`src/rtl/cmp_sar_search.sv`:
```
// ---------------------------------------------------------------------------
// cmp_sar_search
//
// Successive-approximation search controller for an N-bit magnitude
// comparator. The comparator's A input holds an unknown value. This block
// recovers that value by driving trial operands on cmp_b, one bit at a time,
// starting from the MSB, and reading back the lt/gt/eq flags.
//
// Each trial keeps the bits already resolved and sets the bit under test.
//   gt : A is above the trial, so the bit under test stays set.
//   lt : A is below the trial, so the bit under test is cleared.
//   eq : the trial equals A, so the search ends early with a hit.
// Flags that are not one-hot abort the search and raise err.
//
// Parameters
//   N      : operand width; must match the comparator (N >= 1)
//   SETTLE : extra wait cycles between driving cmp_b and sampling the flags
//
// Ports
//   clk     in   single clock, rising edge
//   rst_n   in   asynchronous active-low reset
//   start   in   begin a search (only looked at while idle)
//   cmp_b   out  registered trial operand to comparator B input
//   cmp_lt  in   comparator flag A < B
//   cmp_gt  in   comparator flag A > B
//   cmp_eq  in   comparator flag A == B
//   busy    out  high while a search is in progress
//   done    out  one-cycle completion pulse
//   result  out  searched value, held until the next accepted start
//   found   out  eq was seen during the search (valid with done, then held)
//   err     out  flags were not one-hot at a sample (valid with done, then held)
// ---------------------------------------------------------------------------
module cmp_sar_search #(
    parameter int N      = 4,
    parameter int SETTLE = 1
) (
    input  logic         clk,
    input  logic         rst_n,
    input  logic         start,
    output logic [N-1:0] cmp_b,
    input  logic         cmp_lt,
    input  logic         cmp_gt,
    input  logic         cmp_eq,
    output logic         busy,
    output logic         done,
    output logic [N-1:0] result,
    output logic         found,
    output logic         err
);

    // Counter and bit-index widths never drop to zero, even for SETTLE=0 or N=1.
    localparam int CW = (SETTLE < 1) ? 1 : $clog2(SETTLE + 1);
    localparam int KW = (N < 2) ? 1 : $clog2(N);

    localparam logic [CW-1:0] SETTLE_LOAD = CW'(SETTLE);
    localparam logic [KW-1:0] K_TOP       = KW'(N - 1);
    localparam logic [N-1:0]  ONE         = N'(1);
    localparam logic [N-1:0]  FIRST_TRIAL = ONE << (N - 1);

    localparam logic [1:0] ST_IDLE   = 2'd0;
    localparam logic [1:0] ST_WAIT   = 2'd1;
    localparam logic [1:0] ST_SAMPLE = 2'd2;

    // With no settle time, a freshly driven trial is sampled on the very next edge.
    localparam logic [1:0] ST_AFTER_LOAD = (SETTLE > 0) ? ST_WAIT : ST_SAMPLE;

    logic [1:0]    state;
    logic [CW-1:0] cnt;
    logic [KW-1:0] k;

    logic          flags_ok;
    logic [N-1:0]  kept;
    logic [N-1:0]  next_trial;

    // Decode the comparator response for the current trial.
    // The partial result only absorbs the trial when A is above it. The next
    // trial sets the next-lower bit on top of that updated partial result.
    // next_trial is only used while k > 0, so the k-1 wrap at k == 0 is harmless.
    always_comb begin
        flags_ok   = $onehot({cmp_lt, cmp_gt, cmp_eq});
        kept       = cmp_gt ? cmp_b : result;
        next_trial = kept | (ONE << (k - KW'(1)));
    end

    // Search sequencer.
    // IDLE accepts a start and launches the MSB trial.
    // WAIT lets the comparator settle for SETTLE cycles.
    // SAMPLE resolves one bit and either finishes or launches the next trial.
    // done defaults low so that it only ever lasts a single cycle.
    always_ff @(posedge clk or negedge rst_n) begin
        if (!rst_n) begin
            state  <= ST_IDLE;
            cnt    <= '0;
            k      <= '0;
            cmp_b  <= '0;
            result <= '0;
            busy   <= 1'b0;
            done   <= 1'b0;
            found  <= 1'b0;
            err    <= 1'b0;
        end else begin
            done <= 1'b0;
            case (state)
                ST_IDLE: begin
                    if (start) begin
                        result <= '0;
                        found  <= 1'b0;
                        err    <= 1'b0;
                        k      <= K_TOP;
                        cmp_b  <= FIRST_TRIAL;
                        busy   <= 1'b1;
                        cnt    <= SETTLE_LOAD;
                        state  <= ST_AFTER_LOAD;
                    end
                end

                ST_WAIT: begin
                    // Move on at the edge where the count reaches zero.
                    if (cnt <= CW'(1)) begin
                        cnt   <= '0;
                        state <= ST_SAMPLE;
                    end else begin
                        cnt <= cnt - CW'(1);
                    end
                end

                ST_SAMPLE: begin
                    if (!flags_ok) begin
                        // A broken comparator response leaves the partial result as is.
                        err   <= 1'b1;
                        done  <= 1'b1;
                        busy  <= 1'b0;
                        state <= ST_IDLE;
                    end else if (cmp_eq) begin
                        result <= cmp_b;
                        found  <= 1'b1;
                        done   <= 1'b1;
                        busy   <= 1'b0;
                        state  <= ST_IDLE;
                    end else begin
                        result <= kept;
                        if (k == '0) begin
                            done  <= 1'b1;
                            busy  <= 1'b0;
                            state <= ST_IDLE;
                        end else begin
                            k     <= k - KW'(1);
                            cmp_b <= next_trial;
                            cnt   <= SETTLE_LOAD;
                            state <= ST_AFTER_LOAD;
                        end
                    end
                end

                default: begin
                    state <= ST_IDLE;
                    busy  <= 1'b0;
                end
            endcase
        end
    end

endmodule

```
`config.mk`:
```
export PLATFORM = sky130hd
export DESIGN_NAME = cmp_sar_search
export DESIGN_NICKNAME = d
export VERILOG_FILES = /design/src/rtl/cmp_sar_search.sv
export SDC_FILE = /design/constraint.sdc
export NUM_CORES = 1
export LEC_CHECK = 0
export CAP_MARGIN = 20
export CORE_MARGIN = 2
export CORE_UTILIZATION = 45
export CTS_CLUSTER_SIZE = 20
export DETAILED_ROUTE_END_ITERATION = 8
export PLACE_DENSITY = 0.74
export SLEW_MARGIN = 20
export SYNTH_ARGS = -nofsm -noshare
export SYNTH_HDL_FRONTEND = slang
export SYNTH_SLANG_ARGS = --single-unit
export TNS_END_PERCENT = 50
```
`constraint.sdc`:
```
create_clock -name clk -period 1.6 [get_ports clk]
set_input_delay 0.24 -clock clk [delete_from_list [all_inputs] [get_ports clk]]
set_output_delay 0.24 -clock clk [all_outputs]
set_load 0.05 [all_outputs]
```
# == Word level (Yosys, flattened, before mapping) ==
# Index checks and enable logic that the tools add are counted.
# totals
ff_bits,17
output_inout_bits,12
elab_cells,80
# classes
addsub,4
magnitude_cmp,1
n_eq_ne,11
shift,1
muxes,41
bitwise_logic,2
n_reduce_logical,11
# ops
cell,count
$mux 4,8
$mux 1,19
$pmux 4 s2,2
$ne 2x2->1 const B,7
$mux 2,6
$reduce_and 5->1,2
$reduce_and 3->1,3
$pmux 1 s3,2
$pmux 2 s3,1
$eq 2x1->1 const B,2
$logic_not 2->1,2
$ne 4x4->1 const B,1
$or 4x4->4,1
$pmux 1 s2,2
$pmux 2 s2,1
$reduce_and 4->1,1
$shl 1x2->4 const A,1
$reduce_bool 3->1,1
$add 1x1->2,1
$add 2x1->2,1
$eq 2x2->1 const B,1
$reduce_and 2->1,1
$reduce_bool 2->1,1
$sub 2x1->2 const B,1
3 further kinds,3

# == Logic depth before layout (Yosys ltp) ==
# logic_depth
depth_word,7
mapped_depth,6
depth_no_buf,5

# == Worst setup path before layout ==
# No wires, ideal clock.
# synth_timing
path_type,input-to-reg
startpoint,in cmp_lt
endpoint,reg cmp_b[3]
setup_ns,0.127
arrival_ns,1.567
t_required_ns,1.473
setup_slack_ns,-0.094
cell_stages,6
path_cell_list,fa_1 > nor2b_4 > buf_6 > and2_1 > buf_6 > o32a_2
# synth_between
elab_chain_cells,4
# synth_rtl
element,line,rtl
from (decl),41,"input logic cmp_lt,"
$add 2x1->2 (not written as such),80,"flags_ok = $onehot({cmp_lt, cmp_gt, cmp_eq});"
$eq 2x1->1,80,
$ne 2x2->1 (no line),-,
$reduce_and 5->1 (no line),-,
to (signal assigned),148,cmp_b <= next_trial;
to (decl),40,"output logic [N-1:0] cmp_b,"
# No other way between the ends.
# A chain may end at the register's enable or synchronous reset.

# == Final worst setup path ==
# layout_timing
startpoint,in cmp_lt
endpoint,reg result[3]
# layout_between
elab_chain_cells,4
# layout_rtl
element,line,rtl
$add 2x1->2 (not written as such),80,
$eq 2x1->1,80,
$ne 2x2->1 (no line),-,
$reduce_and 3->1 (no line),-,
to (signal assigned),135,result <= cmp_b;
to (signal assigned),141,result <= kept;
to (decl),46,"output logic [N-1:0] result,"
# No other way between the ends.

==> results_dict.tcl <==
set metrics [dict create \
    status "completed" \
    worstReg2RegEnd "k[0]" \
    slew_headroom 0.7674 \
    drv_cap 0 \
    critPathMaxStageDelay_ns 0.51 \
    r2r_cells 5 \
    power_frac_clock 0.160 \
    htree_levels 1 \
    p_int_uw 949.8 \
    place.gp.congestion 0.7756 \
    startpoint_type "primary input" \
    diodes 0 \
    crit_slowest_cell "fa_1" \
    finalSetupViolations 0 \
    ant_nets 0 \
    dr_total_vias 723 \
    yosysTopAreaCell "dfrtp_1" \
    critPathRequiredTime_ns 1.82 \
    drt_iter0_markers 4 \
    skew_ns 0.004620 \
    post-place-ws_ns -0.4881 \
    finalNetCount 121 \
    drt-pass1-iter-count 3 \
    sequentialPowerShare 0.371 \
    max-vdd-ir-drop_v 0.0008776 \
    final_cells 136 \
    critical_path_class "primary input to flop" \
    ys_warn_count 0 \
    pin_count 18 \
    tritoncts "done" \
    fin_util 0.5990 \
    via_per_inst 5.316 \
    wl_per_cell_um 13.59 \
    leakage_uw 0.0005396 \
    antenna_found_initial 0 \
    crit_fanout 4 \
    synth_top_cell_area_share 0.4432 \
    fmax_mhz 667.9 \
    area_growth_pct 27.42 \
    maxSlewViolCount 0 \
    grt_max_degree 17 \
    rsz0062_at_grt "no" \
    die_height_um 48.81 \
    min_period_ns 1.497 \
    ys_seq_elements 16 \
    rrSetupSlack_ns 0.11 \
    reg2reg_from "k[0]" \
    die_w_um 48.81 \
    design.core.area_um2 1922 \
    crit_chain "dlygate4sd2_1 > fa_1 > nor2b_4 > nor3b_4 > mux2i_1" \
    sw_frac_of_total 0.4400 \
    grt_pass1_vias 693 \
    grt.total_usage 0.1712 \
    drive_above_1_share 0.2936 \
    p_sw_uw 746.2 \
    placed_cells 131 \
    place_hpwl_um 1362 \
    ys_types 31 \
    hold_class "primary input to async pin" \
    grt_pass1_wl_um 3180 \
    synthTopCellsByArea "dfrtp_1, mux2i_1, ha_1" \
    io_buffer_count 17 \
    routed_wl_um 1848 \
    arrival_ns 1.71 \
    cts_made_buffers 3 \
    drc 0 \
    min_period_over_period 0.9358 \
    clock_sinks 16 \
    clk_pin_slew_ns 0.10 \
    tightest_slew_ns 0.3490 \
    die-area_um2 2382 \
    p_per_area_nw_per_um2 1473 \
    avgSynthCellArea_um2 10.63 \
    seq_area_frac_synth 0.4432 \
    clk_latency_ns 0.29 \
    initial_core_util 0.4701 \
    setup_slack_ns 0.1027 \
    num_rows 16 \
    cts_root_buffer "clkbuf_4" \
    grt_overflow 0 \
    comb_power_share 0.469 \
    clk_path_buf_depth 2 \
    syn-num-nets 96 \
    hold_violations 0 \
    critPathCaptureType "flop" \
    final.setup.tns_ns 0 \
    synthCells 85 \
    syn-cell-area_um2 903.4 \
    p_total_uw 1696 \
]
==> cell families (layout without fill, tap and decap cells) <==
group | after synthesis | in the layout | synth area share
and+or+nand+nor | 28 | 28 | 0.1995
adders and majority gates | 5 | 5 | 0.07757
DFF | 16 | 16 | 0.4432
buffers and inverters | 14 | 38 | 0.08587
AOI/OAI and AO/OA | 16 | 16 | 0.1274
muxes | 6 | 6 | 0.06648
==> metal layers <==
metal  GRT usage  wire length, um  vias up
li1            -                -      340
met1      0.2133              801      367
met2      0.2900              959       11
met3     0.04294               60        5
met4     0.05714               27        0
met5           0                0        -
==> Yosys cell counts <==
library cell,number
a221oi_1,1
ha_1,4
nand2_1,5
a31oi_1,3
a32oi_1,1
nor2b_4,1
dfrtp_1,16
buf_2,2
o22ai_1,1
fa_1,1
a211oi_1,1
buf_6,3
a21oi_1,4
o32a_2,1
o21bai_1,1
or3b_1,1
nand3_1,1
a22o_1,1
a221o_1,1
nand3b_1,1
nor2_1,5
nor3_1,3
or2_1,1
nor2b_1,1
nand2b_1,6
a22oi_1,1
nor3b_2,1
inv_1,9
and2_1,1
nor4b_4,1
mux2i_1,6
==> how the worst max path moves through the flow <==
stage          cells past startpoint   endpoint  startpoint
4_1_cts                            5       k[1]        k[0]
3_5_place_dp                       5  result[1]      cmp_eq
2_1_floorplan                      6   cmp_b[3]      cmp_eq
6_report                           5  result[3]      cmp_lt
5_1_grt                            5  result[0]      cmp_gt
3_3_place_gp                       5  result[1]      cmp_eq
==> worst max-delay path, delay by kind of cell <==
kind | cells | cell delay (ns)
fa+ha+maj | 1 | 0.51
simple gates | 2 | 0.49
buf+inv | 1 | 0.25
mux | 1 | 0.22
==> layout by cell type, fill, tap and decap left out, types with 2 or more instances in the layout <==
cell,Yosys,layout
a21oi_1,4,4
a31oi_1,3,3
buf_4,0,20
clkbuf_4,0,3
clkdlybuf4s50_1,0,2
dfrtp_1,16,16
ha_1,4,3
inv_1,9,9
mux2i_1,6,6
nand2_1,5,5
nand2b_1,6,6
nor2_1,5,5
nor3_1,3,3
==> state kept, by name, summed over array words and instances (netlist names) <==
register,cells
cmp_b,4
done,1
state,2
err,1
result,4
found,1
busy,1
k,2
==> repair_timing <==
| action | in CTS | in global routing |
|---|---|---|
| hold buffers | 0 | 0 |
| pin swaps | 1 | 2 |
| cloned | 0 | 0 |
| buffers inserted | 0 | 1 |
| gates resized for setup | 3 | 5 |
| endpoints found under the setup margin | 12 | 8 |
==> layout make-up <==
class / count / area [um^2]
Multi-Input combinational cell: 55 / 452.9
Clock buffer: 4 / 36.28
Fill cell: 171 / 770.7
Timing Repair Buffer: 25 / 193.9
Inverter: 9 / 33.78
Sequential cell: 16 / 400.4
Tap cell: 27 / 33.78
==> through the flow <==
stage	cell area (um^2)	hold WS, ns
5_1_grt	1151	0.2718
3_5_place_dp	1106	0.5159
3_3_place_gp	1106	0.5113
6_report	1151	0.2555
4_1_cts	1139	0.2563
2_1_floorplan	923.4	-0.05559
==> power groups by stage <==
stage / sequential [uW] / clock, uW / combinational [uW]
2_1_floorplan: 828 / 0 / 385
3_3_place_gp: 630 / 0 / 770
3_5_place_dp: 638 / 0 / 787
4_1_cts: 631 / 278 / 789
5_1_grt: 649 / 294 / 849
6_report: 629 / 272 / 795
No activity file was read; power rests on OpenSTA's default activity.
